`src/rtl/imem_loader.sv`:
```
// Instruction-memory loader: halfword host stream -> 32-bit word writes, holds the CPU while loading.
// Latency: 2 + 3N cycles start-to-done (3 + 3N with IMEM_LOADER_CHECKSUM_EN defined), data_valid held high.
// Backpressure: data_ready is high only in LEN/LO/HI (and CHK); the FSM stalls while data_valid is low.
module imem_loader #(
    parameter int DEPTH  = 64,
    parameter int ADDR_W = 6
) (
    input  logic              clk,
    input  logic              rst,
    input  logic              start,
    input  logic [15:0]       data_in,
    input  logic              data_valid,
    output logic              data_ready,
    output logic              wr_en,
    output logic [ADDR_W-1:0] wr_addr,
    output logic [31:0]       wr_data,
    output logic              cpu_hold,
    output logic              done,
    output logic              err
);

    typedef enum logic [2:0] {
        S_IDLE,
        S_LEN,
        S_LO,
        S_HI,
        S_WRITE,
        S_FIN
`ifdef IMEM_LOADER_CHECKSUM_EN
        , S_CHK
`endif
    } state_t;

    state_t            state, state_d;
    logic [ADDR_W-1:0] n_last;
    logic              xfer;
    logic              last_word;
    logic              len_zero;
    logic              len_too_big;
`ifdef IMEM_LOADER_CHECKSUM_EN
    logic [15:0]       csum;
`endif

    assign xfer        = data_valid && data_ready;
    assign last_word   = (wr_addr == n_last);
    assign len_zero    = (data_in == 16'd0);
    assign len_too_big = (data_in > 16'(DEPTH));

    always_ff @(posedge clk or negedge rst) begin
        if (!rst) begin
            state <= S_IDLE;
        end else begin
            state <= state_d;
        end
    end

    always_comb begin
        state_d    = state;
        data_ready = 1'b0;
        wr_en      = 1'b0;
        done       = 1'b0;
        cpu_hold   = (state != S_IDLE);
        case (state)
            S_IDLE: begin
                if (start) state_d = S_LEN;
            end
            S_LEN: begin
                data_ready = 1'b1;
                if (xfer) state_d = (len_zero || len_too_big) ? S_FIN : S_LO;
            end
            S_LO: begin
                data_ready = 1'b1;
                if (xfer) state_d = S_HI;
            end
            S_HI: begin
                data_ready = 1'b1;
                if (xfer) state_d = S_WRITE;
            end
            S_WRITE: begin
                wr_en = 1'b1;
`ifdef IMEM_LOADER_CHECKSUM_EN
                state_d = last_word ? S_CHK : S_LO;
`else
                state_d = last_word ? S_FIN : S_LO;
`endif
            end
`ifdef IMEM_LOADER_CHECKSUM_EN
            S_CHK: begin
                data_ready = 1'b1;
                if (xfer) state_d = S_FIN;
            end
`endif
            S_FIN: begin
                done    = 1'b1;
                state_d = S_IDLE;
            end
            default: state_d = S_IDLE;
        endcase
    end

    // n_last holds N-1, so N == DEPTH maps onto the top address without an extra bit.
    always_ff @(posedge clk or negedge rst) begin
        if (!rst) begin
            wr_addr <= '0;
            wr_data <= '0;
            n_last  <= '0;
            err     <= 1'b0;
        end else begin
            case (state)
                S_IDLE: begin
                    if (start) begin
                        wr_addr <= '0;
                        err     <= 1'b0;
                    end
                end
                S_LEN: begin
                    if (xfer) begin
                        n_last <= data_in[ADDR_W-1:0] - ADDR_W'(1);
                        if (len_too_big) err <= 1'b1;
                    end
                end
                S_LO: begin
                    if (xfer) wr_data[15:0] <= data_in;
                end
                S_HI: begin
                    if (xfer) wr_data[31:16] <= data_in;
                end
                S_WRITE: begin
                    wr_addr <= wr_addr + ADDR_W'(1);
                end
`ifdef IMEM_LOADER_CHECKSUM_EN
                S_CHK: begin
                    if (xfer && (data_in != csum)) err <= 1'b1;
                end
`endif
                default: ;
            endcase
        end
    end

`ifdef IMEM_LOADER_CHECKSUM_EN
    // Running mod-2^16 sum of the length halfword and every data halfword.
    always_ff @(posedge clk or negedge rst) begin
        if (!rst) begin
            csum <= '0;
        end else if (xfer) begin
            if (state == S_LEN) begin
                csum <= data_in;
            end else if (state == S_LO || state == S_HI) begin
                csum <= csum + data_in;
            end
        end
    end
`endif

endmodule
```
`config.mk`:
```
export PLATFORM = sky130hd
export DESIGN_NAME = imem_loader
export DESIGN_NICKNAME = d
export VERILOG_FILES = /design/src/rtl/imem_loader.sv
export SDC_FILE = /design/constraint.sdc
export NUM_CORES = 1
export LEC_CHECK = 0
export CORE_ASPECT_RATIO = 0.8
export CORE_MARGIN = 2
export CORE_UTILIZATION = 50
export DETAILED_ROUTE_END_ITERATION = 10
export PLACE_DENSITY_LB_ADDON = 0.05
export SETUP_SLACK_MARGIN = 0.5
export SYNTH_ARGS = -nofsm -noshare
export SYNTH_HDL_FRONTEND = slang
export SYNTH_SLANG_ARGS = --single-unit
```
`constraint.sdc`:
```
create_clock -name clk -period 2.7 [get_ports clk]
set_input_delay 0.405 -clock clk [delete_from_list [all_inputs] [get_ports clk]]
set_output_delay 0.405 -clock clk [all_outputs]
set_load 0.05 [all_outputs]
```
==> results of run 1 <==
[logic make-up (layout without fill, tap and decap cells)]
logic type / after synthesis / after routing / synth area share, %
muxes: 33 / 33 / 17.1
and+or+nand+nor: 45 / 45 / 10.2
buffers and inverters: 12 / 77 / 2.31
adders and majority gates: 3 / 3 / 1.74
AOI/OAI and AO/OA: 27 / 27 / 9.03
xor gates and xnor gates: 10 / 10 / 4.05
DFF: 48 / 48 / 55.6
[power groups by stage]
stage          clock network (uW)  registers [uW]  logic (uW)
3_3_place_gp                    0            1310        2330
4_1_cts                       405            1330        2360
6_report                      388            1330        2340
5_1_grt                       439            1380        2460
3_5_place_dp                    0            1340        2380
2_1_floorplan                   0            2210         691
[metal layers]
metal  GRT usage (%)  up-vias  wire length (um)
met1            28.1      828              2080
met3            5.06        5               275
met5               0        -                 0
met4            6.47        0                45
li1                -      760                 -
met2            33.6       60              2360
[metrics by stage]
stage	worst slack [ps]	utilization, %	cell area (sq um)
global placement	427	67.9	2840
detailed placement	397	67.9	2840
CTS	434	69.6	2910
floorplan	925	-	2160
finish	623	69.5	2900
global route	537	69.5	2900
[cell type report]
type,count,area [sq um],area share [%]
flip-flops and latches,48,1200,41.4
clock inverters,1,5.00,0.172
well taps,57,71.3,2.46
multi-input cells,118,911,31.4
repair buffers,64,618,21.3
inverters,6,22.5,0.776
clock buffers,6,72.6,2.50
[state kept, by name, summed over array words and instances (netlist names)]
register  flops
wr_data      32
n_last        6
wr_addr       6
state         3
err           1
[worst paths after layout]
| path | start | to | slack, ps | cells after the start |
|---|---|---|---|---|
| worst max-delay path | state[1] | cpu_hold | 620 | 3 |
| worst min-delay path | rst | wr_data[4] | 290 | 1 |
| worst max register to register | state[0] | n_last[0] | 940 | 3 |
| worst min register to register | wr_data[17] | wr_data[17] | 480 | 2 |
| max in group asynchronous | rst | wr_data[2] | 1770 | 1 |
| min in group clk | wr_data[17] | wr_data[17] | 480 | 2 |
[cells in the final DEF (no fill, tap or decap), drive strengths merged, types with 2 or more instances in the layout]
cell type | netlist | routed
ha | 3 | 3
nand3 | 5 | 5
nor3 | 4 | 4
xor2 | 6 | 6
mux2 | 32 | 32
dlygate4sd2 | 0 | 2
and2 | 2 | 2
o21ai | 7 | 7
nor2b | 2 | 2
inv | 6 | 6
clkdlybuf4s50 | 0 | 57
nor2 | 11 | 11
nor4 | 5 | 5
clkbuf | 2 | 8
dfrtp | 48 | 48
o211ai | 2 | 2
a21oi | 7 | 7
nand2 | 14 | 14
a22o | 4 | 4
xnor2 | 4 | 4
buf | 4 | 3
[worst register-to-register path: cells and delay by family (launching register included)]
kind | cells | cell delay [ps]
DFF | 1 | 510
and+or+nand+nor | 2 | 750
muxes | 1 | 390
==> out/results.tsv, run 1 <==
stage	metric	value	unit
setup_path	Cell Chain, Critical Path	nor3_1 > inv_1 > dlygate4sd2_1	
finish	layout cells sized above 1	20.2	%
logic_synthesis	sequential area share after synthesis	55.6	%
setup_path	WS Path Type	flop to output port	
finish	Finished Layout Cells	300	
logic_synthesis	Gate Count Post-Synth	178	
routing	drt drc	0	
logic_synthesis	Commonest cells post-synth	dfrtp_1, mux2_2, nand2_1, nor2_1	
power	Power Density	1400	mW/mm^2
timing	Final Hold Fails	0	
power	Final Power	4060	uW
setup_path	type of origin of the critical path	flop	
timing	worst-margin pin slew	1030	ps
clock_network	CTS H-tree depth	2	
routing	DR iter-0 viols	146	
timing	final setup vio count	0	
setup_path	Worst EP arrival	1670	ps
timing	fmax	481	MHz
clock_network	TritonCTS buffer count	5	
setup_path	CP max-delay cell	dfrtp_1	
run_status	status	finished clean	
timing	clock period minus worst slack	2080	ps
clock_network	CTS clk-pin slew, worst paths	80	ps
clock_network	clock sink count	48	
power	Sw Share	48.7	%
finish	nets@finish	266	
job	Max Cap Viol	0	
logic_synthesis	YS warnings	0	
floorplan	DIE AREA	0.00487	sq mm
place	Port Buf Inserts	62	
setup_path	Worst path max stage delay	500	ps
clock_network	CTS tree	built	
logic_synthesis	EDFF count, synth	0	
global_routing	final global-route overflow total	0	
power	combinational power share	57.8	%
logic_synthesis	syn avg cell area	12.1	sq um
logic_synthesis	top post-synthesis cells by area	dfrtp_1, mux2_2, nand2_1, xor2_1, ha_1	
routing	ANT nets after route	0	
place	placed cells	293	
timing	clk_skew	7.98	ps
power	clock power share	9.6	%
clock_network	cts repair resizes	4	
floorplan	num rows	21	
timing	hold_ws	287	ps
timing	fin crit share	76.9	%
routing	DR vias/cell	5.51	
clock_network	# hold bufs at CTS	0	
timing	RSZ-0062 raised after global routing	false	
routing	Pre-Repair DR Iteration Count	4	
power	sequential share of power	32.7	%
power	Net Sw Power	1970	uW
logic_synthesis	leading area contributor after synthesis	dfrtp_1	
global_routing	first-pass GRT wire length	7.98	mm
floorplan	core area	0.00418	sq mm
setup_path	WP data required	2300	ps
global_routing	initial antenna violation count	0	
floorplan	die height	62.8	um
clock_network	Clk Latency, worst-skew pair	290	ps
place	HPWL after detailed placement	3.59	mm
logic_synthesis	distinct cell type count after synthesis	31	
timing	final slew viol count	0	
logic_synthesis	Most used DFF post-synth	dfrtp_1	
worst_hold_path	HP Class	primary input to asynchronous set/reset pin	
routing	vias	1653	
global_routing	largest net degree at the start of global routing	49	
floorplan	Die Wd	77.5	um
setup_path	crit path capture type	output port	
logic_synthesis	post-synth net total	201	
power	Pint	2080	uW
clock_network	clk root buf	clkbuf_8	
power	Max VDD drop	0.785	mV
timing	setup tns final	0	ps
setup_path	WP buf/inv	2	
setup_path	Top delay family on crit path	flip-flops	
global_routing	vias in the first global route	1628	
logic_synthesis	count leader, synth	dfrtp_1	
logic_synthesis	post-synthesis cell area	0.00216	sq mm
finish	Antenna Diode Count	0	
finish	synth-to-layout area growth	34.2	%
floorplan	IO Count	63	
setup_path	CP Max Fanout	11	
global_routing	GRT Util Overall	20.9	%
clock_network	CTS Buffer Depth	2	
routing	WL final	4.76	mm
finish	filler cell count in the final layout	306	
power	Leak Pwr	0.00124	uW
timing	Worst slew margin	31.4	%
place	Final GP Congestion	0.814	
floorplan	Initial Util	51.8	%
logic_synthesis	Synth top area share	55.6	%
clock_network	setup bufs post-CTS	0	
routing	WL/cell	15.9	um
logic_synthesis	Yosys reg bits	48	
logic_synthesis	asr flop ratio synth	100	%
Note: power is estimated with default switching activity, not from simulation.
==> run 2, diff against run 1 <==
Settings changed: CORE_UTILIZATION 50 to 47.
Clock period 2.7 ns to 2.1 ns, I/O delays scaled along.
==> out/results.tsv, run 2 (synthesis gave the netlist of run 1 again) <==
stage	metric	value	unit	change
timing	Final Hold Fails	0		unchanged
setup_path	WP data required	2270	ps	was 2300 ps
floorplan	Initial Util	47.9	%	was 51.8%
clock_network	CTS H-tree depth	2		unchanged
global_routing	first-pass GRT wire length	8.01	mm	was 7.98 mm
clock_network	CTS Buffer Depth	2		unchanged
routing	vias	1722		was 1653
routing	Pre-Repair DR Iteration Count	4		unchanged
timing	final setup vio count	0		unchanged
place	Port Buf Inserts	62		unchanged
routing	drt drc	0		unchanged
timing	worst-margin pin slew	758	ps	was 1030 ps
finish	most common cell after layout, fill and taps aside	dfrtp_1		was clkdlybuf4s50_1
power	Max VDD drop	0.857	mV	was 0.785 mV
clock_network	clk root buf	clkbuf_8		unchanged
finish	most frequent cells in the layout	dfrtp_1, dlygate4sd2_1, mux2_2, buf_4, nand2_1		was clkdlybuf4s50_1, dfrtp_1, mux2_2, nand2_1, nor2_1
routing	DR vias/cell	5.27		was 5.51
finish	nets@finish	290		was 266
timing	fin crit share	75.7	%	
timing	clock period minus worst slack	1590	ps	
finish	layout cells sized above 1	37.8	%	was 20.2%
routing	WL final	5.21	mm	was 4.76 mm
floorplan	IO Count	63		unchanged
place	placed cells	303		was 293
clock_network	CTS clk-pin slew, worst paths	90	ps	was 80 ps
clock_network	TritonCTS buffer count	5		unchanged
global_routing	initial antenna violation count	0		unchanged
setup_path	WS Path Type	flop to flop		was flop to output port
global_routing	GRT Util Overall	20.2	%	was 20.9%
place	HPWL after detailed placement	3.65	mm	was 3.59 mm
floorplan	Die Wd	79.8	um	was 77.5 um
routing	WL/cell	15.9	um	about the same
timing	Worst slew margin	48.9	%	was 31.4%
finish	Core Util, Final	70.8	%	was 69.5%
power	Leak Pwr	0.00152	uW	was 0.00124 uW
routing	ANT nets after route	0		unchanged
setup_path	Worst EP arrival	1760	ps	was 1670 ps
timing	final slew viol count	0		unchanged
finish	Finished Layout Cells	327		was 300
floorplan	DIE AREA	0.00516	sq mm	was 0.00487 sq mm
finish	Antenna Diode Count	0		unchanged
timing	RSZ-0062 raised after global routing	true		was false
floorplan	die height	64.7	um	was 62.8 um
global_routing	largest net degree at the start of global routing	19		was 49
clock_network	Clk Latency, worst-skew pair	290	ps	about the same
place	Final GP Congestion	0.729		was 0.814
clock_network	clock sink count	48		unchanged
setup_path	crit path capture type	flop		was output port
global_routing	vias in the first global route	1639		was 1628
finish	number of flip-flops in the largest register	32		unchanged
finish	Largest regs	wr_data (32), n_last (6), wr_addr (6)		unchanged
timing	setup tns final	0	ps	unchanged
timing	clk_skew	13.1	ps	was 7.98 ps
clock_network	CTS tree	built		unchanged
timing	fmax	629	MHz	
power	Power Density	1680	mW/mm^2	was 1400 mW/mm^2
finish	synth-to-layout area growth	47.9	%	was 34.2%
floorplan	core area	0.00451	sq mm	was 0.00418 sq mm
finish	filler cell count in the final layout	355		was 306
floorplan	num rows	22		was 21
timing	hold_ws	360	ps	was 287 ps
job	Max Cap Viol	0		unchanged
worst_hold_path	HP Class	primary input to flop		was primary input to asynchronous set/reset pin
run_status	status	finished clean		unchanged
setup_path	CP Max Fanout	18		was 11
finish	Top reg by flops	wr_data		unchanged
routing	DR iter-0 viols	108		was 146
setup_path	type of origin of the critical path	flop		unchanged
global_routing	final global-route overflow total	0		unchanged
## run 2: changes by cell type in the layout (fill, tap and decap cells not counted), sizes merged
cell / change
clkdlybuf4s50: -46
dlygate4sd3: +1
clkdlybuf4s15: +5
buf: +27
clkbuf: +2
dlygate4sd2: +32
dlymetal6s2s: +3
## run 2: worst paths after layout
check                              endpoint  cells after the start   startpoint  slack [ps]
worst max-delay path            wr_data[20]                      5     state[1]         510
worst min-delay path             wr_data[0]                      2   data_in[0]         360
worst max register to register  wr_data[20]                      5     state[1]         510
worst min register to register  wr_data[17]                      2  wr_data[17]         500
max in group asynchronous          state[0]                      3          rst        1040
min in group asynchronous        wr_addr[1]                      2          rst         480
## run 2: power by group
group	switching (uW)	internal (uW)	total, uW
registers	336	1360	1700
logic	2040	1120	3160
clock network	282	227	509
total	2660	2710	5370
## run 2: metrics by stage
stage          cell area [sq um]  total power, uW  setup slack [ps]
5_1_grt                     3200             5640               461
3_5_place_dp                2930             4820             -9.58
2_1_floorplan               2170             3740               497
3_3_place_gp                2930             4740              19.8
4_1_cts                     3110             5290               407
6_report                    3200             5370               509
## run 2: area by class of cell
| type | instances | area (sq um) | share of cell area, % |
|---|---|---|---|
| Multi-Input combinational cell | 118 | 1010 | 31.5 |
| Sequential cell | 48 | 1200 | 37.7 |
| Inverter | 6 | 25.0 | 0.782 |
| Timing Repair Buffer | 88 | 807 | 25.2 |
| Clock inverter | 1 | 5.00 | 0.156 |
| Clock buffer | 6 | 72.6 | 2.27 |
| Tap cell | 60 | 75.1 | 2.35 |
## run 2: worst max-delay path: stages (launching register included)
cell and delay (ps):
dfrtp_2 490, buf_4 170, buf_4 120, nand3_1 50, buf_4 260, mux2_2 370
## run 2: layer usage
metal	routed length [um]	global-route usage (%)	vias up	share of wire, %
li1	-	-	808	-
met1	2300	27.6	858	44
met2	2640	34.0	51	51
met3	218	4.32	5	4.2
met4	51	3.39	0	0.98
met5	0	0	-	0
## run 2: repair_timing
item	in CTS	in global routing
buffers inserted	8	8
pin swaps	5	9
gates resized for setup	68	22
endpoints found under the setup margin	63	25
cloned	0	0
hold buffers	1	0
hold endpoints to repair	15	0
==> run 3, diff against run 2 <==
Settings changed: CORE_UTILIZATION 47 to 42.
Clock period 2.1 ns to 1.3 ns, I/O delays scaled along.
==> out/results.tsv, run 3 (synthesis gave the netlist of run 1 again) <==
stage	metric	value	unit	change
run_status	status	complete, but fails checks		was finished clean
floorplan	core area	0.00498	sq mm	was 0.00451 sq mm
floorplan	die height	68.2	um	was 64.7 um
finish	Top reg by flops	wr_data		unchanged
place	HPWL after detailed placement	4.19	mm	was 3.65 mm
finish	synth-to-layout area growth	95.0	%	was 47.9%
place	Port Buf Inserts	62		unchanged
routing	WL met2	3.75	mm	was 2.64 mm
job	Max Cap Viol	0		unchanged
setup_path	CP max-delay cell	dfrtp_2		unchanged
finish	Antenna Diode Count	0		unchanged
setup_path	WS Path Type	flop to output port		was flop to flop
setup_path	Worst EP arrival	1410	ps	was 1760 ps
clock_network	CTS clk-pin slew, worst paths	90	ps	about the same
clock_network	CTS tree	built		unchanged
power	Net Sw Power	5260	uW	was 2660 uW
global_routing	GRT Util Overall	23.6	%	was 20.2%
finish	most frequent cells in the layout	buf_12, buf_4, dfrtp_1, mux2_4, buf_6		was dfrtp_1, dlygate4sd2_1, mux2_2, buf_4, nand2_1
clock_network	clock sink count	48		unchanged
timing	fin crit share	124	%	
power	Leak Pwr	0.00188	uW	was 0.00152 uW
clock_network	CTS Buffer Depth	2		unchanged
clock_network	clk root buf	clkbuf_8		unchanged
global_routing	vias in the first global route	2004		was 1639
floorplan	Die Wd	84.2	um	was 79.8 um
power	Pint	6850	uW	was 2710 uW
global_routing	first-pass GRT wire length	10.2	mm	was 8.01 mm
routing	DR iter-0 viols	100		was 108
global_routing	final global-route overflow total	0		unchanged
timing	RSZ-0062 raised after global routing	true		unchanged
finish	layout cells sized above 1	64.8	%	was 37.8%
clock_network	TritonCTS buffer count	5		unchanged
routing	drt drc	0		unchanged
power	clock power share	7.4	%	was 9.5%
timing	setup tns final	-6590	ps	was 0 ps
routing	ANT nets after route	0		unchanged
place	Final GP Congestion	0.770		was 0.729
timing	final setup vio count	47		was 0
floorplan	num rows	23		was 22
setup_path	Cell Chain, Critical Path	buf_6 > nor2_4 > nand2_2 > clkinvlp_4 > buf_12		was buf_4 > buf_4 > nand3_1 > buf_4 > mux2_2
timing	Final Hold Fails	0		unchanged
floorplan	Initial Util	43.4	%	was 47.9%
power	Final Power	12100	uW	was 5370 uW
floorplan	DIE AREA	0.00574	sq mm	was 0.00516 sq mm
timing	fmax	623	MHz	
power	Max VDD drop	2.01	mV	was 0.857 mV
clock_network	Clk Latency, worst-skew pair	310	ps	was 290 ps
timing	Worst slew margin	65.8	%	was 48.9%
worst_hold_path	hold path depth	3		was 2
routing	top sig layer	met4		unchanged
routing	Metal-1 WL	3.01	mm	was 2.30 mm
floorplan	IO Count	63		unchanged
timing	final slew viol count	0		unchanged
setup_path	crit path capture type	output port		was flop
finish	nets@finish	330		was 290
routing	WL/cell	20.0	um	was 15.9 um
routing	DR vias/cell	5.39		was 5.27
power	Sw Share	43.4	%	was 49.6%
global_routing	initial antenna violation count	0		unchanged
power	sequential share of power	25.2	%	was 31.6%
routing	WL final	7.39	mm	was 5.21 mm
timing	slack of the critical path	-306	ps	was 509 ps
routing	Pre-Repair DR Iteration Count	5		was 4
run_status	violated checks	negative setup slack		
timing	clock period minus worst slack	1610	ps	
timing	clk_skew	8.37	ps	was 13.1 ps
setup_path	CP Max Fanout	6		was 18
clock_network	CTS H-tree depth	2		unchanged
finish	most common cell after layout, fill and taps aside	buf_12		was dfrtp_1
setup_path	type of origin of the critical path	flop		unchanged
routing	met3 WL	541	um	was 218 um
setup_path	WP data required	1110	ps	was 2270 ps
power	combinational power share	67.4	%	was 58.9%
worst_hold_path	HP Class	primary input to flop		unchanged
routing	vias	1990		was 1722
power	Power Density	2870	mW/mm^2	was 1680 mW/mm^2
setup_path	path depth of the worst reg2reg path	5		unchanged
global_routing	largest net degree at the start of global routing	49		was 19
setup_path	Worst path max stage delay	480	ps	was 490 ps
timing	hold_ws	264	ps	was 360 ps
finish	Largest regs	wr_data (32), n_last (6), wr_addr (6)		unchanged
timing	worst-margin pin slew	509	ps	was 758 ps
finish	number of flip-flops in the largest register	32		unchanged
==> run 3: changes by cell type in the layout (fill, tap and decap cells not counted), sizes merged <==
cell,change
buf,+82
dlymetal6s2s,-3
clkdlybuf4s15,-4
dlygate4sd2,-31
clkbuf,-5
clkinvlp,+2
inv,-1
==> run 3: final cells by class <==
cell class              instances  area, sq um
clock buffers                   5         68.8
clock inverters                 2         12.5
fillers                       248          763
inverters                       6         26.3
multi-input cells             118         1170
flip-flops and latches         48         1210
well taps                      62         77.6
repair buffers                128         1650
==> run 3: per-layer routing <==
| layer | global-route usage, % | up-vias |
|---|---|---|
| li1 | - | 887 |
| met1 | 30.5 | 1010 |
| met2 | 39.1 | 82 |
| met3 | 6.39 | 11 |
| met4 | 8.06 | 0 |
| met5 | 0 | - |
==> run 3: worst paths after layout <==
kind	endpoint	from	slack, ps
worst min register to register	n_last[2]	n_last[2]	560
worst min-delay path	wr_data[5]	data_in[5]	260
worst max-delay path	wr_en	state[1]	-310
min in group asynchronous	wr_data[20]	rst	410
max in group asynchronous	wr_addr[4]	rst	660
worst max register to register	wr_addr[5]	state[1]	-220
==> run 3: power by group through the flow <==
stage	clock network [uW]	logic [uW]	registers, uW
2_1_floorplan	0	1650	4630
3_3_place_gp	0	6770	2960
3_5_place_dp	0	6900	3000
4_1_cts	887	7490	3000
5_1_grt	956	8440	3140
6_report	894	8170	3050
==> run 3: through the flow <==
stage	instance area, sq um	worst slack (ps)	instances	utilization (%)
2_1_floorplan	2280	-182	178	-
6_report	4220	-306	369	84.7
4_1_cts	4000	-238	355	80.4
3_3_place_gp	3640	-667	330	73.1
5_1_grt	4220	-352	369	84.7
3_5_place_dp	3640	-713	330	73.1
==> run 3: repair_timing <==
item | 4_1_cts | 5_1_grt
setup buffers | 15 | 13
endpoints found under the hold margin | 48 | 0
setup endpoints to repair | 91 | 91
pin swaps | 15 | 7
resized for setup | 60 | 27
hold buffers | 1 | 0
gates cloned | 2 | 1
==> run 3: critical path, delay by kind of cell, from the launching register on <==
family | cells | cell delay, ps
DFF | 1 | 480
buffers and inverters | 3 | 400
and+or+nand+nor | 2 | 220
